**config.mk**
```make
export PLATFORM = sky130hd
export DESIGN_NAME = voter_tally
export DESIGN_NICKNAME = d
export VERILOG_FILES = /design/src/rtl/voter_pkg.sv /design/src/rtl/voter_popcount.sv /design/src/rtl/voter_tally.sv
export SDC_FILE = /design/constraint.sdc
export NUM_CORES = 1
export LEC_CHECK = 0
export CORE_MARGIN = 2
export CORE_UTILIZATION = 46
export CTS_CLUSTER_SIZE = 10
export DETAILED_ROUTE_END_ITERATION = 12
export DONT_BUFFER_PORTS = 1
export PLACE_DENSITY = 0.6
export SYNTH_ARGS = -nofsm -noshare
export SYNTH_HDL_FRONTEND = slang
export SYNTH_HIERARCHICAL = 1
export SYNTH_SLANG_ARGS = --single-unit
```
**constraint.sdc**
```tcl
create_clock -name clk -period 2.87 [get_ports clk]
set_input_delay 0.1435 -clock clk [delete_from_list [all_inputs] [get_ports clk]]
set_output_delay 0.1435 -clock clk [all_outputs]
set_load 0.01 [all_outputs]
```
**src/rtl/voter_pkg.sv**
```systemverilog
// Shared types and constants for the voting-session block.
package voter_pkg;

   typedef enum logic [1:0] {
      IDLE   = 2'd0,
      OPEN   = 2'd1,
      COUNT  = 2'd2,
      RESULT = 2'd3
   } state_t;

   localparam logic [1:0] RES_NOQ  = 2'b00;
   localparam logic [1:0] RES_PASS = 2'b01;
   localparam logic [1:0] RES_FAIL = 2'b10;
   localparam logic [1:0] RES_TIE  = 2'b11;

   localparam int MODE_MAJ   = 0;
   localparam int MODE_SUPER = 1;

endpackage

```
**src/rtl/voter_popcount.sv**
```systemverilog
// Combinational ones-count of a W-bit vector.
module voter_popcount #(
   parameter  int W  = 4,
   localparam int CW = $clog2(W + 1)
) (
   input  logic [W-1:0]  bits,
   output logic [CW-1:0] count
);

   always_comb begin
      count = '0;
      for (int i = 0; i < W; i++) begin
         count = count + CW'(bits[i]);
      end
   end

endmodule

```
**src/rtl/voter_tally.sv**
```systemverilog
// Timed voting sessions: collects one ballot per voter, tallies at close and
// holds a quorum/majority verdict until acknowledged.
module voter_tally
   import voter_pkg::*;
#(
   parameter  int N_VOTERS   = 4,
   parameter  int WINDOW_CYC = 16,
   parameter  int QUORUM     = 3,
   parameter  int MODE       = 0,
   localparam int CNT_W      = $clog2(N_VOTERS + 1)
) (
   input  logic                clk,
   input  logic                rst_n,
   input  logic                start,
   input  logic [N_VOTERS-1:0] vote_valid,
   input  logic [N_VOTERS-1:0] vote_yes,
   input  logic                close,
   input  logic                res_ack,
   output logic                busy,
   output logic [N_VOTERS-1:0] voted,
   output logic [CNT_W-1:0]    yes_cnt,
   output logic [CNT_W-1:0]    no_cnt,
   output logic                res_valid,
   output logic [1:0]          res_code
);

   localparam int TMR_W = $clog2(WINDOW_CYC + 1);
   localparam int CMP_W = CNT_W + 2;

   state_t              state_q, state_d;
   logic [TMR_W-1:0]    timer_q;
   logic [N_VOTERS-1:0] voted_q, ballot_q;
   logic [CNT_W-1:0]    yes_cnt_q, no_cnt_q;
   logic [1:0]          res_code_q;

   logic [N_VOTERS-1:0] accept, voted_open, ballot_open;
   logic                all_voted;
   logic [CNT_W-1:0]    yes_pop, no_pop;

   // Widened so 3*yes and 2*total cannot wrap for any legal N_VOTERS.
   function automatic logic [1:0] verdict(input logic [CNT_W-1:0] y,
                                          input logic [CNT_W-1:0] n);
      logic [CMP_W-1:0] yw, nw, tw, y3, t2;
      yw = CMP_W'(y);
      nw = CMP_W'(n);
      tw = yw + nw;
      y3 = yw + (yw << 1);
      t2 = tw << 1;
      if (tw < CMP_W'(QUORUM))   return RES_NOQ;
      else if (MODE == MODE_SUPER) return (y3 >= t2) ? RES_PASS : RES_FAIL;
      else if (yw > nw)          return RES_PASS;
      else if (nw > yw)          return RES_FAIL;
      else                       return RES_TIE;
   endfunction

   // First strobe per voter wins; later strobes from the same voter are masked.
   assign accept      = vote_valid & ~voted_q;
   assign voted_open  = voted_q | accept;
   assign ballot_open = (ballot_q & ~accept) | (vote_yes & accept);
   assign all_voted   = &voted_open;

   voter_popcount #(.W(N_VOTERS)) u_pop_yes (
      .bits  (voted_q & ballot_q),
      .count (yes_pop)
   );

   voter_popcount #(.W(N_VOTERS)) u_pop_no (
      .bits  (voted_q & ~ballot_q),
      .count (no_pop)
   );

   always_ff @(posedge clk or negedge rst_n) begin
      if (!rst_n) state_q <= IDLE;
      else        state_q <= state_d;
   end

   always_comb begin
      state_d = state_q;
      unique case (state_q)
         IDLE:    if (start) state_d = OPEN;
         OPEN:    if ((timer_q == '0) || close || all_voted) state_d = COUNT;
         COUNT:   state_d = RESULT;
         RESULT:  if (res_ack) state_d = IDLE;
         default: state_d = IDLE;
      endcase
   end

   always_ff @(posedge clk or negedge rst_n) begin
      if (!rst_n) begin
         timer_q    <= '0;
         voted_q    <= '0;
         ballot_q   <= '0;
         yes_cnt_q  <= '0;
         no_cnt_q   <= '0;
         res_code_q <= RES_NOQ;
      end else begin
         unique case (state_q)
            IDLE: begin
               if (start) begin
                  timer_q    <= TMR_W'(WINDOW_CYC - 1);
                  voted_q    <= '0;
                  ballot_q   <= '0;
                  yes_cnt_q  <= '0;
                  no_cnt_q   <= '0;
                  res_code_q <= RES_NOQ;
               end
            end
            OPEN: begin
               voted_q  <= voted_open;
               ballot_q <= ballot_open;
               if (timer_q != '0) timer_q <= timer_q - TMR_W'(1);
            end
            COUNT: begin
               yes_cnt_q  <= yes_pop;
               no_cnt_q   <= no_pop;
               res_code_q <= verdict(yes_pop, no_pop);
            end
            default: ;
         endcase
      end
   end

   assign busy      = (state_q != IDLE);
   assign res_valid = (state_q == RESULT);
   assign voted     = voted_q;
   assign yes_cnt   = yes_cnt_q;
   assign no_cnt    = no_cnt_q;
   assign res_code  = res_code_q;

endmodule
```
=== After elaboration in Yosys (flattened, before gate mapping) ===
Index checks and enable logic that the tools add are counted.

* Flip-flop bits (word level): 23

* Equal/unequal tests: 7
* Reductions and logical operators: 13
* Muxes and demuxes: 18
* Order comparisons: 3
* Bitwise logic cells: 10
* Add/subtract/negate cells: 8

{| class="wikitable"
|+ Operators by type and width
! cell !! number
|-
| 4-bit bitwise AND || 5
|-
| 4-bit case mux with 2 select lines || 2
|-
| 3-bit by 1-bit adder with 3-bit output || 4
|-
| 2-bit 2-to-1 mux || 6
|-
| 4-bit NOT || 3
|-
| 3-bit case mux with 2 select lines || 2
|-
| 5-bit 2-to-1 mux || 2
|-
| 5-bit case mux with 2 select lines || 1
|-
| 2-bit inequality test (second input constant) || 4
|-
| 4-bit OR || 2
|-
| 2-bit case mux with 4 select lines || 1
|-
| 3-bit > comparator || 2
|-
| 3-bit AND reduction || 2
|-
| 2-bit nonzero test || 3
|-
| 5-bit logical NOT || 1
|-
| 5-bit nonzero test || 1
|-
| 5-bit by 1-bit subtractor with 5-bit output (second input constant) || 1
|-
| 1-bit by 1-bit adder with 2-bit output || 2
|-
| 3-bit by 3-bit adder with 4-bit output || 1
|-
| 2-bit == test (second input constant) || 2
|-
| 4-bit by 2-bit less-than comparator with 1-bit output (second input constant) || 1
|-
| 4-bit 2-to-1 mux || 1
|-
| 2-bit case mux with 2 select lines || 1
|-
| 2-bit AND reduction || 2
|-
| 6 further kinds || 7
|}

=== Depth between registers and ports, before layout ===
Gate-level depths: netlist (run 1).

* Depth after elaboration: 10
* Gate-level depth with buffers: 12
* Depth with buffers taken out: 12

=== Modules after synthesis ===
The synthesis (run 1) kept the hierarchy.

{| class="wikitable"
|+ Modules (own cells, without submodules)
! module !! times used !! seq. area each (um^2) !! cells each !! area an instance (um^2)
|-
| voter_tally || 1 || 575.6 || 158 || 1,442.6
|-
| voter_popcount || 2 || 0.0 || 8 || 63.8
|}

=== Worst setup path before layout (run 1) ===
Ideal clock, no wire load.

* Path type: register to register
* Start point: register voted_q[0], in the netlist voted[0]
* End point: register res_code_q[0], in the netlist res_code[0]
* Setup time: 0.094 ns
* Clock period less this slack: 2.794 ns
* Arrival time: 2.700 ns
* Path slack: 0.076 ns
* Stages on the path, launching flop included: 13
* Path through: dfrtp_1 -> and2_1 -> inv_1 -> fa_1 -> inv_1 -> ha_1 -> ha_1 -> inv_1 -> ha_1 -> nor2b_1 -> o21a_1 -> o211a_1 -> a211oi_1

* Cells in the longest elaborated chain, start to end: 9

{| class="wikitable"
|+ Ends and longest elaborated chain
! what !! line !! RTL
|-
| start: declaration || voter_tally.sv:32 || <nowiki>logic [N_VOTERS-1:0] voted_q, ballot_q;</nowiki>
|-
| start signal: assignment || voter_tally.sv:109 || <nowiki>voted_q <= voted_open;</nowiki>
|-
| 4-bit bitwise AND * || voter_tally.sv:63 || <nowiki>.bits (voted_q & ballot_q),</nowiki>
|-
| 1-bit by 1-bit adder with 2-bit output * || voter_popcount.sv:13 || <nowiki>count = count + CW'(bits[i]);</nowiki>
|-
| 3-bit by 1-bit adder with 3-bit output * (2 in series) || voter_popcount.sv:13 ||
|-
| via yes_pop[1] || voter_tally.sv:38 || <nowiki>logic [CNT_W-1:0] yes_pop, no_pop;</nowiki>
|-
| parallel branches: the longest is 3 deep, another holds 3-bit by 3-bit adder with 4-bit output || -- ||
|-
| 2-bit 2-to-1 mux * || voter_tally.sv:49 || <nowiki>if (tw < CMP_W'(QUORUM)) return RES_NOQ;</nowiki>
|-
| 2-bit case mux with 2 select lines * || voter_tally.sv:97 || <nowiki>unique case (state_q)</nowiki>
|-
| end signal: assignment || voter_tally.sv:116 || <nowiki>res_code_q <= verdict(yes_pop, no_pop);</nowiki>
|-
| end: declaration || voter_tally.sv:34 || <nowiki>logic [1:0] res_code_q;</nowiki>
|}

Mark *: on every way through the listed nets, which the timed path passes.
A chain may end at the register's enable or synchronous reset.

=== Worst setup path after layout (run 1) ===
* Start point: register ballot_q[1]
* End point: register res_code_q[1], in the netlist res_code[1]

{| class="wikitable"
|+ RTL lines
! what !! line !! RTL
|-
| start: declaration || voter_tally.sv:32 ||
|-
| start signal: assignment || voter_tally.sv:110 || <nowiki>ballot_q <= ballot_open;</nowiki>
|-
| 4-bit bitwise AND * || voter_tally.sv:63 ||
|-
| 1-bit by 1-bit adder with 2-bit output * || voter_popcount.sv:13 ||
|-
| 3-bit by 1-bit adder with 3-bit output * (2 in series) || voter_popcount.sv:13 ||
|-
| via yes_pop[0] || voter_tally.sv:38 ||
|-
| 3-bit by 3-bit adder with 4-bit output / 3-bit > comparator (equally long branches) || voter_tally.sv:46, voter_tally.sv:51 ||
|-
| 4-bit by 2-bit less-than comparator with 1-bit output / 2-bit 2-to-1 mux (equally long branches) || voter_tally.sv:49, voter_tally.sv:51 ||
|-
| 2-bit 2-to-1 mux * || voter_tally.sv:49 ||
|-
| 2-bit case mux with 2 select lines * || voter_tally.sv:97 ||
|}

The timed path passes the listed nets; every way through them passes the cells marked *.

==> summary.md, run 1 <==
| Metric | Value |
|---|---|
| Vias/cell | ~5.2 |
| Post-Syn Area | 1570 um^2 |
| Number of global-route vias before repair | approximately 1200 |
| CTS sink count | 23 |
| Fin area | between 1500 and 2000 um^2 |
| CTS root buf | clkbuf_4 |
| Routed Antenna Nets | 0 |
| Largest area contributor in the netlist | dfrtp_1 |
| Placed Area | approximately 1600 um^2 |
| Status | completed |
| Final Slew Violations | 0 |
| Critical path fanouts, max | 4 |
| Tcrit/Tclk final | between 90% and 100% |
| Setup WS pre-CTS | -0.0432 ns |
| Syn Nets | 206 |
| Initial core utilization | 47.4% |
| P_leak | between 0.0008 and 0.0009 uW |
| DR WL/cell | 14.5 um |
| Slew HR | slightly above 50% |
| Worst Path Required | ~3 ns |
| 1st-iter DRT viols | 44 |
| Synth top area cells | dfrtp_1 (37%), ha_1 (13%), o21ai_0 (5.7%) |
| Final setup violation count | 0 |
| Crit path DAT | around 2.9 ns |
| Mapped Cells | about 170 |
| PortBufs | 0 |
| FF+latch count, synth | 23 |
| Final hold violations | 0 |
| Placer congestion estimate | just over 0.8 |
| Clock buffer depth | 2 |
| Total die area | roughly 4000 um^2 |
| Drt total wl | about 3300 um |
| Number of flops mapped to enable cells by yosys | 0 |
| Avg Inst Size Synth | 9.02 um^2 |
| H-tree Lvls | 1 |
| Reg clk slew, reported paths | around 0.14 ns |
| Synth warnings | 6 |
| Commonest non-fill, non-tap cell in the layout | dfrtp_1 |
| Post-synthesis sequential area ratio | ~37% |
| Worst VDD drop | between 500 and 600 uV |
| Final WS setup | roughly 0.18 ns |
| Hold slack | around 0.017 ns |
| Post-route DRC violation count | 0 |
| Commonest cells after routing, fill and taps aside | dfrtp_1 (23), inv_1 (22), nand2_1 (21) |
| Hold WC Path Type | input port to flop |
| Min Tclk post-route | approximately 2.7 ns |
| First-pass GRT wire length | about 5600 um |
| Final Skew | 0.0117 ns |
| Fin Setup TNS | 0 ns |
| GRT Total Usage | ~18% |
| Post-synth top flop | dfrtp_1 |
| Worst Tran Pin Value | between 0.7 and 0.8 ns |
| Pin count of the biggest net entering global routing | 24 |
| DP HPWL | between 2000 and 2500 um |
| Critical path capture point type | flop |
| CP Class | flop to flop |
| Via Count | between 1000 and 1500 |
| Area Growth Syn to Fin | 14.6% |
| Final nets | 217 |
| Startpoint types | flop |
| DIE HEIGHT | between 60 and 70 um |
| Initial antenna violation count | 0 |
| Boundary Pins | 27 |
| Pre-antenna DRT Iters | 4 |
| Worst-Skew Late Latency | approximately 0.32 ns |
| Post-synthesis async set-or-reset flop share | 100% |
| Pwr/cell area | 1230 nW/um^2 |
| CTS tree | yes |
| Top cell type's share of synthesized area | between 30% and 40% |
| Share of layout cells above drive strength 1 | around an eighth |
| Fmax achieved | between 300 and 400 MHz |
| Core ar. | roughly 3300 um^2 |
| Grt total ovfl | 0 |
| Synth cell types | 35 |
| Antenna diode count | 0 |
| Num rows | 21 |
| Total power | ~2200 uW |
| TritonCTS buffer count | 3 |
| Maximum capacitance violations | 0 |
| Die X | approximately 62 um |
==> sequential cells by signal (all words and copies together) (netlist names) <==
register and count:
ballot_q 4, no_cnt 3, res_code 2, state_q 2, timer_q 5, voted 4, yes_cnt 3
==> power breakdown <==
group | internal (uW) | leakage (uW) | total [uW] | switching [uW]
Sequential | 454 | 0.000285 | 594 | 141
Combinational | 672 | 0.000525 | 1460 | 787
Clock | 52.2 | 0.0000177 | 157 | 105
Total | 1180 | 0.000828 | 2210 | 1030
==> kinds of logic (layout without fill, tap and decap cells) <==
| logic type | Yosys count | after routing | share of synthesized area (%) |
|---|---|---|---|
| buffers and inverters | 27 | 37 | 6.77 |
| AND/OR/NAND/NOR | 52 | 52 | 18.7 |
| AO/OA/AOI/OAI | 47 | 47 | 17.4 |
| flip-flops | 23 | 23 | 36.7 |
| adder cells (fa/ha/maj) | 19 | 19 | 16.6 |
| multiplexers | 6 | 6 | 3.90 |
==> worst max-delay path, stage by stage (launching register included) <==
cell,delay (ns)
dfrtp_1,0.41
and2_1,0.14
inv_1,0.05
fa_1,0.50
inv_1,0.04
ha_1,0.31
ha_2,0.21
fa_1,0.43
inv_1,0.07
o22ai_1,0.07
a211oi_2,0.23
o22ai_1,0.13
==> through the flow <==
stage	util (%)	cells
after global routing	54.3	230
after global placement	49.4	219
after floorplan	-	174
after CTS	52.5	228
final	54.3	230
after detailed placement	49.4	219
==> metal layers <==
metal / part of all wire [%] / track usage [%] / up-vias
met5: 0 / 0 / -
met4: 0 / 5.28 / 0
met3: 3.1 / 3.60 / 0
met2: 50 / 29.2 / 15
met1: 47 / 24.1 / 580
li1: - / - / 604
==> layout make-up <==
type	instances	area, um^2
Sequential cell	23	576
Tap cell	46	57.6
Inverter	22	82.6
Multi-Input combinational cell	124	951
Fill cell	327	1510
Clock buffer	3	22.5
Clock inverter	1	5.00
Timing Repair Buffer	11	105
==> path summary, 6_finish.rpt <==
path                          startpoint          end  slack [ns]  depth (start not counted)
min reg2reg                  ballot_q[3]  ballot_q[3]        0.53                          1
max reg2reg                  ballot_q[1]  res_code[1]        0.18                         11
min in group asynchronous          rst_n   yes_cnt[1]        0.23                          2
min                        vote_valid[1]     voted[1]        0.02                          2
max in group asynchronous          rst_n   timer_q[2]        2.49                          2
max                          ballot_q[1]  res_code[1]        0.18                         11
==> what timing repair did <==
item,4_1_cts,5_1_grt
hold endpoints to repair,25,1
cloned,0,0
endpoints found under the setup margin,2,2
hold buffers,4,1
pin swaps,0,1
gates resized for setup,2,5
setup buffers,1,1
==> Yosys cell counts, types with 2 or more instances <==
cell type   n
nand2_1    21
nand3_1     2
inv_1      22
dfrtp_1    23
fa_1        3
o22ai_1     3
nor2b_1     7
a21oi_1    16
ha_1       16
o21ai_0    18
and2_1      6
nand2b_1    4
buf_2       3
mux2i_1     5
a211oi_1    2
nor2_1      4
(Power assumes the default switching activity.)
==> inputs of run 2 (changes only) <==
ABC_CLOCK_PERIOD_IN_PS = 2700   (was not set)
PLACE_DENSITY = 0.58   (was 0.6)
clock period = 2.7 ns   (was 2.87 ns; I/O delays follow)
==> summary.md, run 2 (same netlist as run 1, synthesis figures left out) <==
| Metric | Value |
|---|---|
| Pin count of the biggest net entering global routing | 24 |
| Pwr/cell area | about 1400 nW/um^2 |
| First-pass GRT wire length | 6090 um |
| Tcrit/Tclk final | about 100% |
| Boundary Pins | 27 |
| Crit-path cells | nor2b_1 -> inv_1 -> fa_1 -> inv_2 -> ha_4 -> ha_4 -> fa_1 -> inv_1 -> o22ai_2 -> a211oi_2 -> o22ai_1 |
| Initial core utilization | 47.4% |
| Vias/cell | around 5.3 |
| Worst Path Required | 2.89 ns |
| Placer congestion estimate | ~0.77 |
| Hold WC Path Type | input port to flop |
| Routed Antenna Nets | 0 |
| Final hold violations | 0 |
| GRT Total Usage | around 19% |
| CTS sink count | 23 |
| Slew HR | approximately 49% |
| Largest Register | timer_q |
| Commonest non-fill, non-tap cell in the layout | dfrtp_1 |
| Area Growth Syn to Fin | 20.3% |
| Layout Cells excl Fill | ~240 |
| PortBufs | 0 |
| Core ar. | 3310 um^2 |
| Commonest cells after routing, fill and taps aside | dfrtp_1 (23), nand2_1 (21), inv_1 (20) |
| Final WS setup | ~0.0043 ns |
| Share of layout cells above drive strength 1 | approximately 17% |
| DIE HEIGHT | around 62 um |
| Final nets | approximately 230 |
| Status | completed |
| Drt total wl | 3440 um |
| Final Skew | between 0.006 and 0.007 ns |
| Worst VDD drop | about 570 uV |
| Antenna diode count | 0 |
| Max reg flops | 5 |
| Crit path DAT | 2.88 ns |
| DR WL/cell | roughly 14 um |
| Post-route DRC violation count | 0 |
| Critical path capture point type | flop |
| Placed Cells | between 200 and 250 |
| Num rows | 21 |
| Startpoint types | flop |
| Total power | between 2000 and 3000 uW |
| TritonCTS buffer count | 3 |
| Final Slew Violations | 0 |
| Total die area | between 3000 and 4000 um^2 |
| Maximum capacitance violations | 0 |
| Die X | 62.4 um |
| Final setup violation count | 0 |
| Crit-path slowest cell | fa_1 |
| Max stage delay on crit path | 0.51 ns |
| CP Class | flop to flop |
| Initial antenna violation count | 0 |
| Via Count | approximately 1300 |
| 1st-iter DRT viols | 50 |
| Hold slack | 0.0149 ns |
| CTS tree | yes |
| Pre-antenna DRT Iters | 4 |
| Worst-Skew Late Latency | 0.32 ns |
| CTS root buf | clkbuf_4 |
| RSZ-0062 raised after global routing | yes |
| Fmax achieved | between 300 and 400 MHz |
| Grt total ovfl | 0 |
| DP HPWL | between 2000 and 3000 um |
| P_leak | between 0.0008 and 0.0009 uW |
| Min Tclk post-route | 2.70 ns |
| Worst Tran Pin Value | 0.744 ns |
| Clock buffer depth | 2 |
| Critical path fanouts, max | 4 |
| CP delay by family, top | adder cells |
| Reg clk slew, reported paths | ~0.14 ns |
| Number of global-route vias before repair | roughly 1300 |
| Setup WS pre-CTS | -0.00710 ns |
| H-tree Lvls | 1 |
| Utilization after layout | a little under three fifths |
| Buf/Inv on CP | 3 |
run 2: cell count changes in the layout (fill, tap and decap cells not counted), moves of 2 or more:
cell   delta
buf_4     +7
ha_4      +2
inv_1     -2
inv_2     +2
run 2: routing by layer:
layer  up-vias  wire [um]  track usage, %
met5         -          0               0
met4         0         20            5.28
met3         2        133            3.78
met2        18       1780            34.0
met1       629       1510            23.9
li1        622          -               -
run 2: path summary, 6_finish.rpt:
check,startpoint,endpoint,slack (ns),depth (start not counted)
max in group asynchronous,rst_n,res_code[1],2.33,2
setup reg to reg,voted[3],res_code[1],0.004,11
min in group asynchronous,rst_n,timer_q[2],0.22,2
hold / removal,vote_yes[0],ballot_q[0],0.01,2
setup / recovery,voted[3],res_code[1],0.004,11
hold reg to reg,ballot_q[3],ballot_q[3],0.54,1
run 2: area by class of cell:
type | count | area (um^2)
fill | 313 | 1420
multi-input combinational | 124 | 980
sequential | 23 | 576
timing repair buffer | 19 | 168
inverter | 22 | 82.6
tap | 46 | 57.6
clock buffer | 4 | 26.3
run 2: timing repair:
| item | CTS | global route |
|---|---|---|
| gates resized for setup | 2 | 9 |
| setup endpoints to repair | 2 | 2 |
| setup buffers | 2 | 2 |
| endpoints found under the hold margin | 27 | 0 |
| pin swaps | 5 | 7 |
| hold buffers | 6 | 0 |
run 2: power by group:
| group | internal (uW) | total, uW | switching (uW) |
|---|---|---|---|
| Clock | 57.8 | 168 | 110 |
| Sequential | 482 | 626 | 143 |
| Combinational | 913 | 1850 | 934 |
| Total | 1450 | 2640 | 1190 |
run 2: worst reg2reg max path: cells and delay by family, from the launching register on:
family / cells / cell delay, ns
adder cells (fa/ha/maj): 4 / 1.37
AO/OA/AOI/OAI: 3 / 0.45
flip-flops: 1 / 0.42
buffers and inverters: 3 / 0.18
AND/OR/NAND/NOR: 1 / 0.15
run 2: metrics by stage:
step	area (um^2)	setup TNS, ns
floorplan	1600	-0.00357
global placement	1700	0
detailed placement	1700	-0.00710
CTS	1830	0
global route	1890	-0.205
finish	1890	0
==> inputs of run 3 (changes only) <==
CTS_BUF_LIST = sky130_fd_sc_hd__clkbuf_4   (was not set)
==> summary.md, run 3 (same netlist as run 1, synthesis figures left out) <==
| Metric | Value |
|---|---|
| Fmax achieved | between 300 and 400 MHz |
| First-pass GRT wire length | 6090 um |
| DIE HEIGHT | roughly 62 um |
| Initial core utilization | ~47% |
| Pin count of the biggest net entering global routing | 24 |
| Critical path fanouts, max | 4 |
| Crit-path slowest cell | fa_1 |
| Placer congestion estimate | around 0.77 |
| Reg clk slew, reported paths | about 0.14 ns |
| Boundary Pins | 27 |
| Placed Area | around 1700 um^2 |
| Slew HR | 48.4% |
| Pwr/cell area | between 1000 and 1500 nW/um^2 |
| Net Sw Frac | about 45% |
| P_leak | roughly 0.00087 uW |
| Drt total wl | 3430 um |
| Final setup violation count | 0 |
| Clock buffer depth | 2 |
| Layout Cells excl Fill | around 240 |
| RSZ-0062 raised after global routing | yes |
| 1st-iter DRT viols | 47 |
| Max reg flops | 5 |
| Status | completed |
| Worst Path Required | approximately 2.9 ns |
| Commonest cells after routing, fill and taps aside | dfrtp_1 (23), nand2_1 (21), inv_1 (20) |
| Tcrit/Tclk final | about 100% |
| Final nets | between 200 and 250 |
| CTS sink count | 23 |
| Num rows | 21 |
| Core ar. | ~3300 um^2 |
| DP HPWL | approximately 2500 um |
| CTS root buf | clkbuf_4 |
| Commonest non-fill, non-tap cell in the layout | dfrtp_1 |
| Largest Register | timer_q |
| Total die area | approximately 4000 um^2 |
| PortBufs | 0 |
| Pre-antenna DRT Iters | 5 |
| Worst-Skew Late Latency | roughly 0.32 ns |
| Startpoint types | flop |
| Critical path capture point type | flop |
| Fin Setup TNS | 0 ns |
| Via Count | about 1300 |
| DR WL/cell | between 10 and 15 um |
| Share of layout cells above drive strength 1 | approximately 17% |
| Crit-path cells | nor2b_1 -> inv_1 -> fa_1 -> inv_2 -> ha_4 -> ha_4 -> fa_1 -> inv_1 -> o22ai_2 -> a211oi_2 -> o22ai_1 |
| Switching pwr | around 1200 uW |
| Flop pwr share | 23.6% |
| Antenna diode count | 0 |
| Maximum capacitance violations | 0 |
| Fin area | 1890 um^2 |
| TritonCTS buffer count | 3 |
| Filler cell count | between 300 and 400 |
| Crit path DAT | around 2.9 ns |
| Clock share of power | about 6.7% |
| Final Slew Violations | 0 |
| Worst Tran Pin Value | ~0.75 ns |
| Comb power frac | ~70% |
| Final Skew | 0.00798 ns |
| Total power | 2650 uW |
| Initial antenna violation count | 0 |
| Die X | roughly 62 um |
| Number of global-route vias before repair | around 1300 |
| CTS tree | yes |
| Worst VDD drop | ~560 uV |
| Vias/cell | around 5.3 |
| CP Class | flop to flop |
| Final hold violations | 0 |
| Max stage delay on crit path | between 0.5 and 0.6 ns |
| Hold slack | between 0.015 and 0.02 ns |
| GRT Total Usage | 19.3% |
| Internal power | roughly 1500 uW |
| Hold WC Path Type | input port to flop |
| Min Tclk post-route | ~2.7 ns |
| Placed Cells | about 220 |
| Post-route DRC violation count | 0 |
| Area Growth Syn to Fin | 20.6% |
| H-tree Lvls | 1 |
| Grt total ovfl | 0 |
| Routed Antenna Nets | 0 |
## run 3: cell counts in the layout (fill, tap and decap cells not counted)
No cell type changed its count.
## run 3: timing repair
item	CTS	global route
hold buffers	6	0
hold endpoints to repair	27	0
setup endpoints to repair	2	2
gates resized for setup	2	9
pin swaps	5	7
setup buffers	2	2
## run 3: layout make-up
cell class,instances,area (um^2),area share (%)
multi-input cells,124,980,51.8
repair buffers,19,168,8.86
clock buffers,4,30.0,1.59
well taps,46,57.6,3.04
inverters,22,82.6,4.36
flip-flops and latches,23,576,30.4
## run 3: per-layer routing
layer | track usage [%] | wire length [um] | up-vias
li1 | - | - | 620
met1 | 23.9 | 1500 | 617
met2 | 34.0 | 1770 | 21
met3 | 3.78 | 145 | 2
met4 | 5.28 | 20 | 0
met5 | 0 | 0 | -
## run 3: power groups by stage
stage               sequential, uW  clock [uW]  combinational (uW)
floorplan                      627           0                1090
global placement               628           0                1470
detailed placement             638           0                1500
CTS                            627         185                1600
global route                   646         201                2100
finish                         625         177                1850
## run 3: final timing paths
| kind | startpoint | to | slack [ns] | cells after the start |
|---|---|---|---|---|
| min reg2reg | ballot_q[3] | ballot_q[3] | 0.54 | 1 |
| max | voted[3] | res_code[1] | 0.005 | 11 |
| max in group asynchronous | rst_n | res_code[1] | 2.33 | 2 |
| min in group asynchronous | rst_n | timer_q[2] | 0.22 | 2 |
| max reg2reg | voted[3] | res_code[1] | 0.005 | 11 |
| min | vote_yes[0] | ballot_q[0] | 0.02 | 2 |
## run 3: metrics by stage
step	worst slack [ns]	utilization (%)
after floorplan	-0.00357	-
after global placement	0.0187	51.5
after detailed placement	-0.00710	51.5
after CTS	0.00430	55.5
after global routing	-0.118	57.2
final	0.00502	57.2
## run 3: worst max-delay path: cells and delay by family, from the launching register on
family	cells	cell delay, ns
adder cells (fa/ha/maj)	4	1.37
AO/OA/AOI/OAI	3	0.45
AND/OR/NAND/NOR	1	0.15
buffers and inverters	3	0.18
flip-flops	1	0.42
